**src/rtl/i2s_rx.sv**
```systemverilog
// ============================================================================
// Module   : i2s_rx
// Brief    : I2S receiver that captures one 24-bit sample per channel slot.
//            Define I2S_RX_SYNC_EN to insert 2-flop input synchronizers.
// Revision : 1.0
// ============================================================================
`default_nettype none

module i2s_rx #(
    parameter int SLOT_BITS = 32
) (
    input  logic        clk,
    input  logic        reset,
    input  logic        enable,
    input  logic        bclk,
    input  logic        lrck,
    input  logic        sdin,
    output logic [23:0] out_data,
    output logic        out_valid,
    output logic        out_right,
    output logic        frame_err
);

    typedef enum logic [1:0] {
        IDLE  = 2'd0,
        SHIFT = 2'd1,
        WAIT  = 2'd2
    } state_t;

    localparam logic [6:0] SLOT_MAX = 7'(SLOT_BITS);

    logic bclk_s, lrck_s, sdin_s, bclk_prev;

`ifdef I2S_RX_SYNC_EN
    logic [2:0] sync_m1, sync_m2;

    always_ff @(posedge clk) begin
        if (reset) begin
            sync_m1                  <= 3'b000;
            sync_m2                  <= 3'b000;
            {bclk_s, lrck_s, sdin_s} <= 3'b000;
        end else begin
            sync_m1                  <= {bclk, lrck, sdin};
            sync_m2                  <= sync_m1;
            {bclk_s, lrck_s, sdin_s} <= sync_m2;
        end
    end
`else
    always_ff @(posedge clk) begin
        if (reset) begin
            {bclk_s, lrck_s, sdin_s} <= 3'b000;
        end else begin
            {bclk_s, lrck_s, sdin_s} <= {bclk, lrck, sdin};
        end
    end
`endif

    logic       rise, lrck_edge, slot_over;
    logic       lrck_last, primed;
    logic [6:0] slot_cnt;

    assign rise = bclk_s & ~bclk_prev;
    // The first rise after reset only primes lrck_last, so a word already in
    // flight at reset release cannot masquerade as a fresh slot start.
    assign lrck_edge = rise & primed & (lrck_s ^ lrck_last);
    assign slot_over = (slot_cnt >= SLOT_MAX);

    always_ff @(posedge clk) begin
        if (reset) begin
            bclk_prev <= 1'b0;
            lrck_last <= 1'b0;
            primed    <= 1'b0;
            slot_cnt  <= 7'd0;
        end else begin
            bclk_prev <= bclk_s;
            if (rise) begin
                lrck_last <= lrck_s;
                primed    <= 1'b1;
                if (lrck_edge) begin
                    slot_cnt <= 7'd0;
                end else if (slot_cnt != 7'h7F) begin
                    slot_cnt <= slot_cnt + 7'd1;
                end
            end
        end
    end

    state_t      state, state_n;
    logic [4:0]  bit_cnt, bit_cnt_n;
    logic [23:0] shreg, shreg_n, data_n;
    logic        chan, chan_n, right_n, valid_n, err_n;

    always_ff @(posedge clk) begin
        if (reset) begin
            state     <= IDLE;
            bit_cnt   <= 5'd0;
            shreg     <= 24'd0;
            chan      <= 1'b0;
            out_data  <= 24'd0;
            out_right <= 1'b0;
            out_valid <= 1'b0;
            frame_err <= 1'b0;
        end else begin
            state     <= state_n;
            bit_cnt   <= bit_cnt_n;
            shreg     <= shreg_n;
            chan      <= chan_n;
            out_data  <= data_n;
            out_right <= right_n;
            out_valid <= valid_n;
            frame_err <= err_n;
        end
    end

    always_comb begin
        state_n   = state;
        bit_cnt_n = bit_cnt;
        shreg_n   = shreg;
        chan_n    = chan;
        data_n    = out_data;
        right_n   = out_right;
        valid_n   = 1'b0;
        err_n     = 1'b0;

        if (!enable) begin
            state_n = IDLE;
        end else if (rise) begin
            if (lrck_edge) begin
                // Bit under the edge belongs to the previous word (one-bit delay).
                err_n     = (state == SHIFT);
                state_n   = SHIFT;
                bit_cnt_n = 5'd0;
                chan_n    = lrck_s;
            end else if (state != IDLE && slot_over) begin
                err_n   = 1'b1;
                state_n = IDLE;
            end else if (state == SHIFT) begin
                shreg_n   = {shreg[22:0], sdin_s};
                bit_cnt_n = bit_cnt + 5'd1;
                if (bit_cnt == 5'd23) begin
                    data_n  = {shreg[22:0], sdin_s};
                    right_n = chan;
                    valid_n = 1'b1;
                    state_n = WAIT;
                end
            end
        end
    end

endmodule

`default_nettype wire
```
**config.mk**
```make
export PLATFORM = sky130hd
export DESIGN_NAME = i2s_rx
export DESIGN_NICKNAME = d
export VERILOG_FILES = /design/src/rtl/i2s_rx.sv
export SDC_FILE = /design/constraint.sdc
export NUM_CORES = 1
export LEC_CHECK = 0
export ABC_CLOCK_PERIOD_IN_PS = 4100
export CAP_MARGIN = 20
export CORE_MARGIN = 5
export CORE_UTILIZATION = 59
export DETAILED_ROUTE_END_ITERATION = 10
export GPL_ROUTABILITY_DRIVEN = 0
export PLACE_DENSITY_LB_ADDON = 0.05
export RECOVER_POWER = 50
export SYNTH_ARGS = -nofsm -noshare
export SYNTH_HDL_FRONTEND = slang
export SYNTH_SLANG_ARGS = --single-unit
```
**constraint.sdc**
```tcl
create_clock -name clk -period 4.1 [get_ports clk]
set_input_delay 0.615 -clock clk [delete_from_list [all_inputs] [get_ports clk]]
set_output_delay 0.615 -clock clk [all_outputs]
set_load 0.05 [all_outputs]
```
==> results of run 1 <==
worst max path at each step:
stage	to	slack, ns	start
finish	slot_cnt[4]	1.25	reset
global route	slot_cnt[4]	1.0	reset
CTS	out_data[21]	1.77	enable
detailed placement	out_data[23]	1.44	enable
global placement	out_data[23]	1.51	enable
floorplan	shreg[3]	2.40	enable
routing by layer:
metal | vias up | part of all wire (%)
li1 | 1065 | -
met1 | 941 | 50
met2 | 43 | 43
met3 | 8 | 4.9
met4 | 0 | 1.7
met5 | - | 0
cells by family (layout without fill, tap and decap cells):
kind of cell             after synthesis  after routing  share of synthesized area [%]
AND/OR/NAND/NOR                      125            125                           20.9
multiplexers                          24             24                           8.73
adder cells (fa/ha/maj)                2              2                          0.909
buffers and inverters                 19             52                           4.59
XOR/XNOR                               7              7                           2.50
flip-flops                            71             71                           51.7
AO/OA/AOI/OAI                         48             48                           10.7
cell usage in the layout (no fill, tap or decap), types with 2 or more instances in the layout:
master and instances:
o21a_1 3, dfxtp_1 71, clkinv_2 2, and3_1 2
o21ai_0 4, dlygate4sd3_1 22, nand4_1 3, xor2_1 6
ha_1 2, nor2_1 32, clkdlybuf4s50_1 9, clkbuf_8 10
a31oi_1 3, clkbuf_1 3, mux2i_1 24, nor2b_1 6
nor3_1 6, inv_1 2, nand3_1 8, nand2b_1 3
a21oi_1 30, nand2_1 58, bufinv_16 2
final cells by class:
class,instances,area [um^2]
fillers,349,1200
flip-flops and latches,71,1420
repair buffers,35,340
clock buffers,11,141
well taps,52,65.1
clock inverters,4,70.1
inverters,2,7.51
multi-input cells,206,1200
metrics by stage:
| stage | setup WS, ns | hold WS (ns) | instances |
|---|---|---|---|
| floorplan | 2.40 | 0.436 | 296 |
| global placement | 1.51 | 0.437 | 364 |
| detailed placement | 1.44 | 0.442 | 364 |
| CTS | 1.77 | 0.453 | 379 |
| global route | 0.998 | 0.468 | 381 |
| finish | 1.25 | 0.447 | 381 |
registers in the layout, summed over array words and instances, names as in the netlist:
| register | flops |
|---|---|
| out_data | 24 |
| slot_cnt | 7 |
| bit_cnt | 5 |
| lrck_s | 1 |
| sdin_s | 1 |
| state | 2 |
| shreg | 23 |
| bclk_s | 1 |
| frame_err | 1 |
| primed | 1 |
| out_valid | 1 |
| lrck_last | 1 |
| bclk_prev | 1 |
| out_right | 1 |
| chan | 1 |
power groups by stage:
stage	logic [mW]	registers (mW)	clock network (mW)
finish	0.0328	0.698	0.600
global route	0.0369	0.698	0.646
CTS	0.0326	0.698	0.609
detailed placement	0.0324	0.713	0
global placement	0.0323	0.713	0
floorplan	0.0246	0.713	0
worst max-delay path, cell delays in order:
cell and delay, ns:
clkbuf_1 0.77, clkbuf_1 1.28, nor2_1 0.19, o221a_2 0.20
==> key figures, run 1 <==
Die
  • Die width: 78.3 um
  • DIE AREA: roughly 0.0061 mm^2
  • Core ar.: ~0.0044 mm^2
  • Die Y: just under 80 um
  • Initial Utilization: between 60% and 70%
  • Rows: 24
  • Io pins: 33

Clocking
  • Reg clk slew, reported paths: around 0.07 ns
  • H-tree depth: 3
  • Cts repair resizes: 0
  • Hold Buf Count CTS: 0
  • CTS tree: yes
  • Worst skew pair latency: about 0.34 ns
  • CTS Buf Count: 9
  • TritonCTS Sinks: 71
  • Total setup buffers inserted after CTS: 0
  • Clock root buffer master: clkbuf_8
  • Clk buf depth: 2

Synthesis
  • Mapped Cells: 296
  • Net Count, Synth: between 300 and 400
  • Leading cell type by number of instances after synthesis: dfxtp_1
  • Synthesized area per cell: between 9 and 10 um^2
  • Synth cell types: 39
  • Area share of the largest cell type after synthesis: slightly above 50%
  • Post-synth EDFFs: 0
  • YS warnings: 0
  • Netlist Area Pre-Place: roughly 0.0028 mm^2
  • Post-synth top cells: dfxtp_1, nand2_1, nor2_1, a21oi_1, mux2i_1
  • Synth top area cells: dfxtp_1, mux2i_1, nand2_1
  • Seq/Total Area, Yosys: around half
  • Async SR Flop Fraction: 0%
  • Dominant synthesized flop cell: dfxtp_1
  • Cell taking the most area after synthesis: dfxtp_1
  • #FFs+latches synth: a little over 70

Placement
  • Port Buffers: 32
  • Placed Area: 0.00302 mm^2
  • Final HPWL DP: 3.15 mm

STA
  • Post-route minimum period: approximately 2.8 ns
  • Max_slew headroom: -12.2%
  • Skew final: between 0.004 and 0.005 ns
  • Final number of max-transition violations: between 40 and 50
  • Worst-margin pin slew: 1.68 ns
  • Setup violations, final: 0
  • Peak Freq: between 300 and 400 MHz
  • Total negative slack: 0 ns
  • Hold Vio Cnt, Final: 0
  • Final period util: between 60% and 70%
  • RSZ-0062 raised after global routing: no

Worst setup path
  • CP max FO: 40
  • Reg2reg start: bit_cnt[0]
  • CP Launch Type: input port
  • Crit Path Category: in2reg
  • R2R Setup Slk: between 1.5 and 2 ns
  • Worst Path Required: 4.33 ns
  • Nature of the critical path endpoint: flip-flop
  • Worst endpoint data arrival time: just over 3 ns
  • Worst R2R End: out_data[5]
  • Worst Reg2Reg Path Length in Cells: 5

Final layout
  • Final Cell Area: 0.00325 mm^2
  • Final core utilization: around three quarters
  • Final #Nets: approximately 330
  • Ant. Diodes: 0
  • Layout cells sized above 1: approximately 6.4%
  • Area Growth Syn to Fin: 18.0%

Power
  • NetSw: between 0.2 and 0.3 mW
  • Power after layout: 1.33 mW
  • PD cells: around 410 mW/mm^2
  • Sequential Power Share: between 50 and 60%
  • Clk pwr share: 45.1%
  • Peak supply drop: roughly 0.28 mV
  • Int Pwr: between 1 and 1.5 mW
  • Pleak: approximately 1.2 nW
  • Switching share of power: roughly a fifth
  • Comb pwr share: under 10%

Routing
  • Post-route DRC: 0
  • Via density: 5.40
  • Via count: ~2100
  • 1st-pass router iterations: 4
  • DR WL/cell: roughly 14 um
  • Total wire length: just over 5 mm
  • Antenna-violating nets left: 0
  • Detailed Route Iter0 Violations: between 100 and 150

Run
  • Max-cap viol count: 1

Outcome
  • Status: finished, violations left
  • Failing checks: capacitance limit, slew limit

Hold path
  • Hold_sp: out_data[6]
  • Worst hold path class: reg2reg
  • Hold path depth: 2
  • Hold path endpoint: out_data[6]

GRT
  • Total GRT Usage: 18.8%
  • Busiest grt layer: met2
  • Antenna violations before repair: 0
  • First-pass GRT wire length: around 9.1 mm
  • Pin count of the biggest net entering global routing: 66
  • Global Route met2 Usage: approximately 27%
  • Gr ovfl total: 0
  • Vias in the first global route: approximately 1900
  • GRT met1 Usage: 26.0%
  • M3 GR Usage: about 6.2%
No activity file was read; power rests on OpenSTA's default activity.
==> run 2, diff against run 1 <==
--- a/config.mk
+++ b/config.mk
@@ -5,10 +5,10 @@
 export SDC_FILE = /design/constraint.sdc
 export NUM_CORES = 1
 export LEC_CHECK = 0
-export ABC_CLOCK_PERIOD_IN_PS = 4100
+export ABC_CLOCK_PERIOD_IN_PS = 2500
 export CAP_MARGIN = 20
 export CORE_MARGIN = 5
-export CORE_UTILIZATION = 59
+export CORE_UTILIZATION = 49
 export DETAILED_ROUTE_END_ITERATION = 10
 export GPL_ROUTABILITY_DRIVEN = 0
 export PLACE_DENSITY_LB_ADDON = 0.05
==> constraint.sdc (replaced) <==
create_clock -name clk -period 2.5 [get_ports clk]
set_input_delay 0.375 -clock clk [delete_from_list [all_inputs] [get_ports clk]]
set_output_delay 0.375 -clock clk [all_outputs]
set_load 0.05 [all_outputs]
==> run 2 against run 1 <==
The run now ends clean. Critical endpoint is now out_data[17]. Largest power group unchanged. First-iteration DRC count fell by 41%. Worst hold slack improved by 0.0042 ns. Final cell count rose by 5.5%. Via count fell by 1.9%. Critical path depth rose by 2. Setup slack got worse by 0.80 ns.
==> key figures, run 2 (synthesis results as in run 1) <==
Outcome
  • Status: complete, no violations

Worst setup path
  • Worst Path Buf+Inv: 2 (unchanged)
  • Worst Path Required: 2.74 ns (-1.59 ns)
  • CP Launch Type: input port
  • Worst path cell trace: dlygate4sd3_1 > and4bb_1 > o2111a_2 > clkbuf_2 > nand2_1 > a21oi_1
  • Crit Path Category: in2reg
  • R2R Setup Slk: 0.59 ns (-1.38 ns)
  • CP max FO: 25 (-38%)
  • Delay-heaviest family, CP: buffers and inverters
  • Nature of the critical path endpoint: flip-flop
  • Slowest-stage cell, CP: dlygate4sd3_1
  • Worst endpoint data arrival time: 2.29 ns (-0.79 ns)
  • Crit path largest cell delay: 0.58 ns (-0.70 ns)

GRT
  • Total GRT Usage: 15.2% (-3.5 points)
  • Antenna violations before repair: 0 (unchanged)
  • Pin count of the biggest net entering global routing: 38 (-42%)
  • First-pass GRT wire length: 8.92 mm (-2.3%)
  • Gr ovfl total: 0 (unchanged)
  • Vias in the first global route: 2010 (+5.0%)

Routing
  • Detailed Route Iter0 Violations: 61 (-41%)
  • Antenna-violating nets left: 0 (unchanged)
  • 1st-pass router iterations: 4 (unchanged)
  • Via count: 2017 (-1.9%)
  • Via density: 5.02 (-7.1%)
  • Post-route DRC: 0 (unchanged)
  • DR WL/cell: 12.7 um (-6.8%)
  • Total wire length: 5.10 mm (-1.7%)

Die
  • Core ar.: 0.00547 mm^2 (+23%)
  • Initial Utilization: 50.3% (-12 points)
  • Die width: 84.9 um (+8.5%)
  • Rows: 27 (+13%)
  • DIE AREA: 0.00721 mm^2 (+18%)
  • Die Y: 84.9 um (+8.5%)
  • Io pins: 33 (unchanged)

Final layout
  • Area Growth Syn to Fin: 18.9%
  • Final #Nets: 334 (+0.30%)
  • Layout cells sized above 1: 7.58% (+1.2 points)
  • Commonest non-fill, non-tap cells in the layout: dfxtp_1, nand2_1, nor2_1, a21oi_1, clkdlybuf4s50_1
  • Final non-filler cell total: 402 (+5.5%)
  • Final core utilization: 59.8% (-13 points)
  • Fillers: 506 (+45%)
  • Commonest non-fill, non-tap cell in the layout: dfxtp_1
  • Top Registers: out_data: 24 flops, shreg: 23 flops, slot_cnt: 7 flops
  • Max reg flops: 24 (unchanged)
  • Ant. Diodes: 0 (unchanged)
  • Largest Register: out_data

STA
  • Max_slew headroom: 19.0% (+31 points)
  • Setup violations, final: 0 (unchanged)
  • Worst-margin pin slew: 1.21 ns (-0.469 ns)
  • Final WS setup: 0.451 ns (-0.801 ns)
  • Total negative slack: 0 ns (unchanged)
  • Skew final: 0.00576 ns (+0.000822 ns)
  • RSZ-0062 raised after global routing: no
  • Hold Vio Cnt, Final: 0 (unchanged)
  • Final number of max-transition violations: 0 (-100%)
  • Peak Freq: 488 MHz
  • Post-route minimum period: slightly above 2 ns
  • Final period util: 82.0%

Clocking
  • Clock root buffer master: clkbuf_8
  • Cts repair resizes: 0 (unchanged)
  • Hold Buf Count CTS: 0 (unchanged)
  • CTS Buf Count: 9 (unchanged)
  • CTS tree: yes
  • Reg clk slew, reported paths: 0.07 ns (about the same)
  • Clk buf depth: 2 (unchanged)
  • Worst skew pair latency: 0.33 ns (about the same)
  • Total setup buffers inserted after CTS: 0 (unchanged)
  • H-tree depth: 3 (unchanged)
  • TritonCTS Sinks: 71 (unchanged)

Power
  • PD cells: 639 mW/mm^2 (+56%)
  • Pleak: 1.13 nW (-5.2%)
  • Peak supply drop: 0.344 mV (+25%)

Placement
  • Final HPWL DP: 3.37 mm (+6.7%)
  • Placed Cells: 387 (+6.3%)
  • Port Buffers: 32 (unchanged)
  • Setup WS pre-CTS: 0.362 ns (-1.08 ns)

Run
  • Max-cap viol count: 0 (-1)

Hold path
  • Worst hold path class: reg2reg
run 2: cell types whose count changed in the layout (fill, tap and decap cells not counted), moves of 2 or more:
cell / change
clkbuf_1: -2
clkbuf_2: +2
clkdlybuf4s50_1: +18
dlygate4sd3_1: -18
run 2: tightest hold or removal path: cells and delay by family (launching register included):
| kind | cells | cell delay [ns] |
|---|---|---|
| and+or+nand+nor | 1 | 0.05 |
| AOI/OAI and AO/OA | 1 | 0.05 |
| DFF | 1 | 0.31 |
run 2: final timing paths:
check / start / to / depth (start not counted)
worst max-delay path: enable / out_data[17] / 6
worst min-delay path: out_data[22] / out_data[22] / 2
worst max register to register: bit_cnt[0] / out_data[17] / 6
worst min register to register: out_data[22] / out_data[22] / 2
run 2: final cells by class:
class / count / area, um^2 / share of cell area [%]
clock buffers: 11 / 151 / 4.63
clock inverters: 4 / 45.0 / 1.38
inverters: 2 / 7.51 / 0.230
multi-input cells: 206 / 1200 / 36.8
flip-flops and latches: 71 / 1420 / 43.5
well taps: 72 / 90.1 / 2.75
repair buffers: 36 / 352 / 10.7
run 2: where the power goes:
group / internal (mW) / total [mW] / switching (mW)
clock: 0.505 / 0.893 / 0.389
sequential: 1.14 / 1.14 / 0.00716
combinational: 0.0177 / 0.0537 / 0.0361
total: 1.66 / 2.09 / 0.432
run 2: per-stage QoR:
| step | area (um^2) | hold WS (ns) | total power [mW] |
|---|---|---|---|
| 2_1_floorplan | 2750 | 0.436 | 1.21 |
| 4_1_cts | 3290 | 0.456 | 2.13 |
| 3_3_place_gp | 3090 | 0.441 | 1.23 |
| 6_report | 3270 | 0.451 | 2.09 |
| 3_5_place_dp | 3090 | 0.446 | 1.23 |
| 5_1_grt | 3270 | 0.473 | 2.18 |
run 2: metal layers:
| layer | wire [um] | vias to the layer above | track usage [%] |
|---|---|---|---|
| li1 | - | 1056 | - |
| met1 | 2430 | 924 | 18.1 |
| met2 | 2430 | 27 | 25.2 |
| met3 | 146 | 10 | 3.30 |
| met4 | 104 | 0 | 9.06 |
| met5 | 0 | - | 0 |
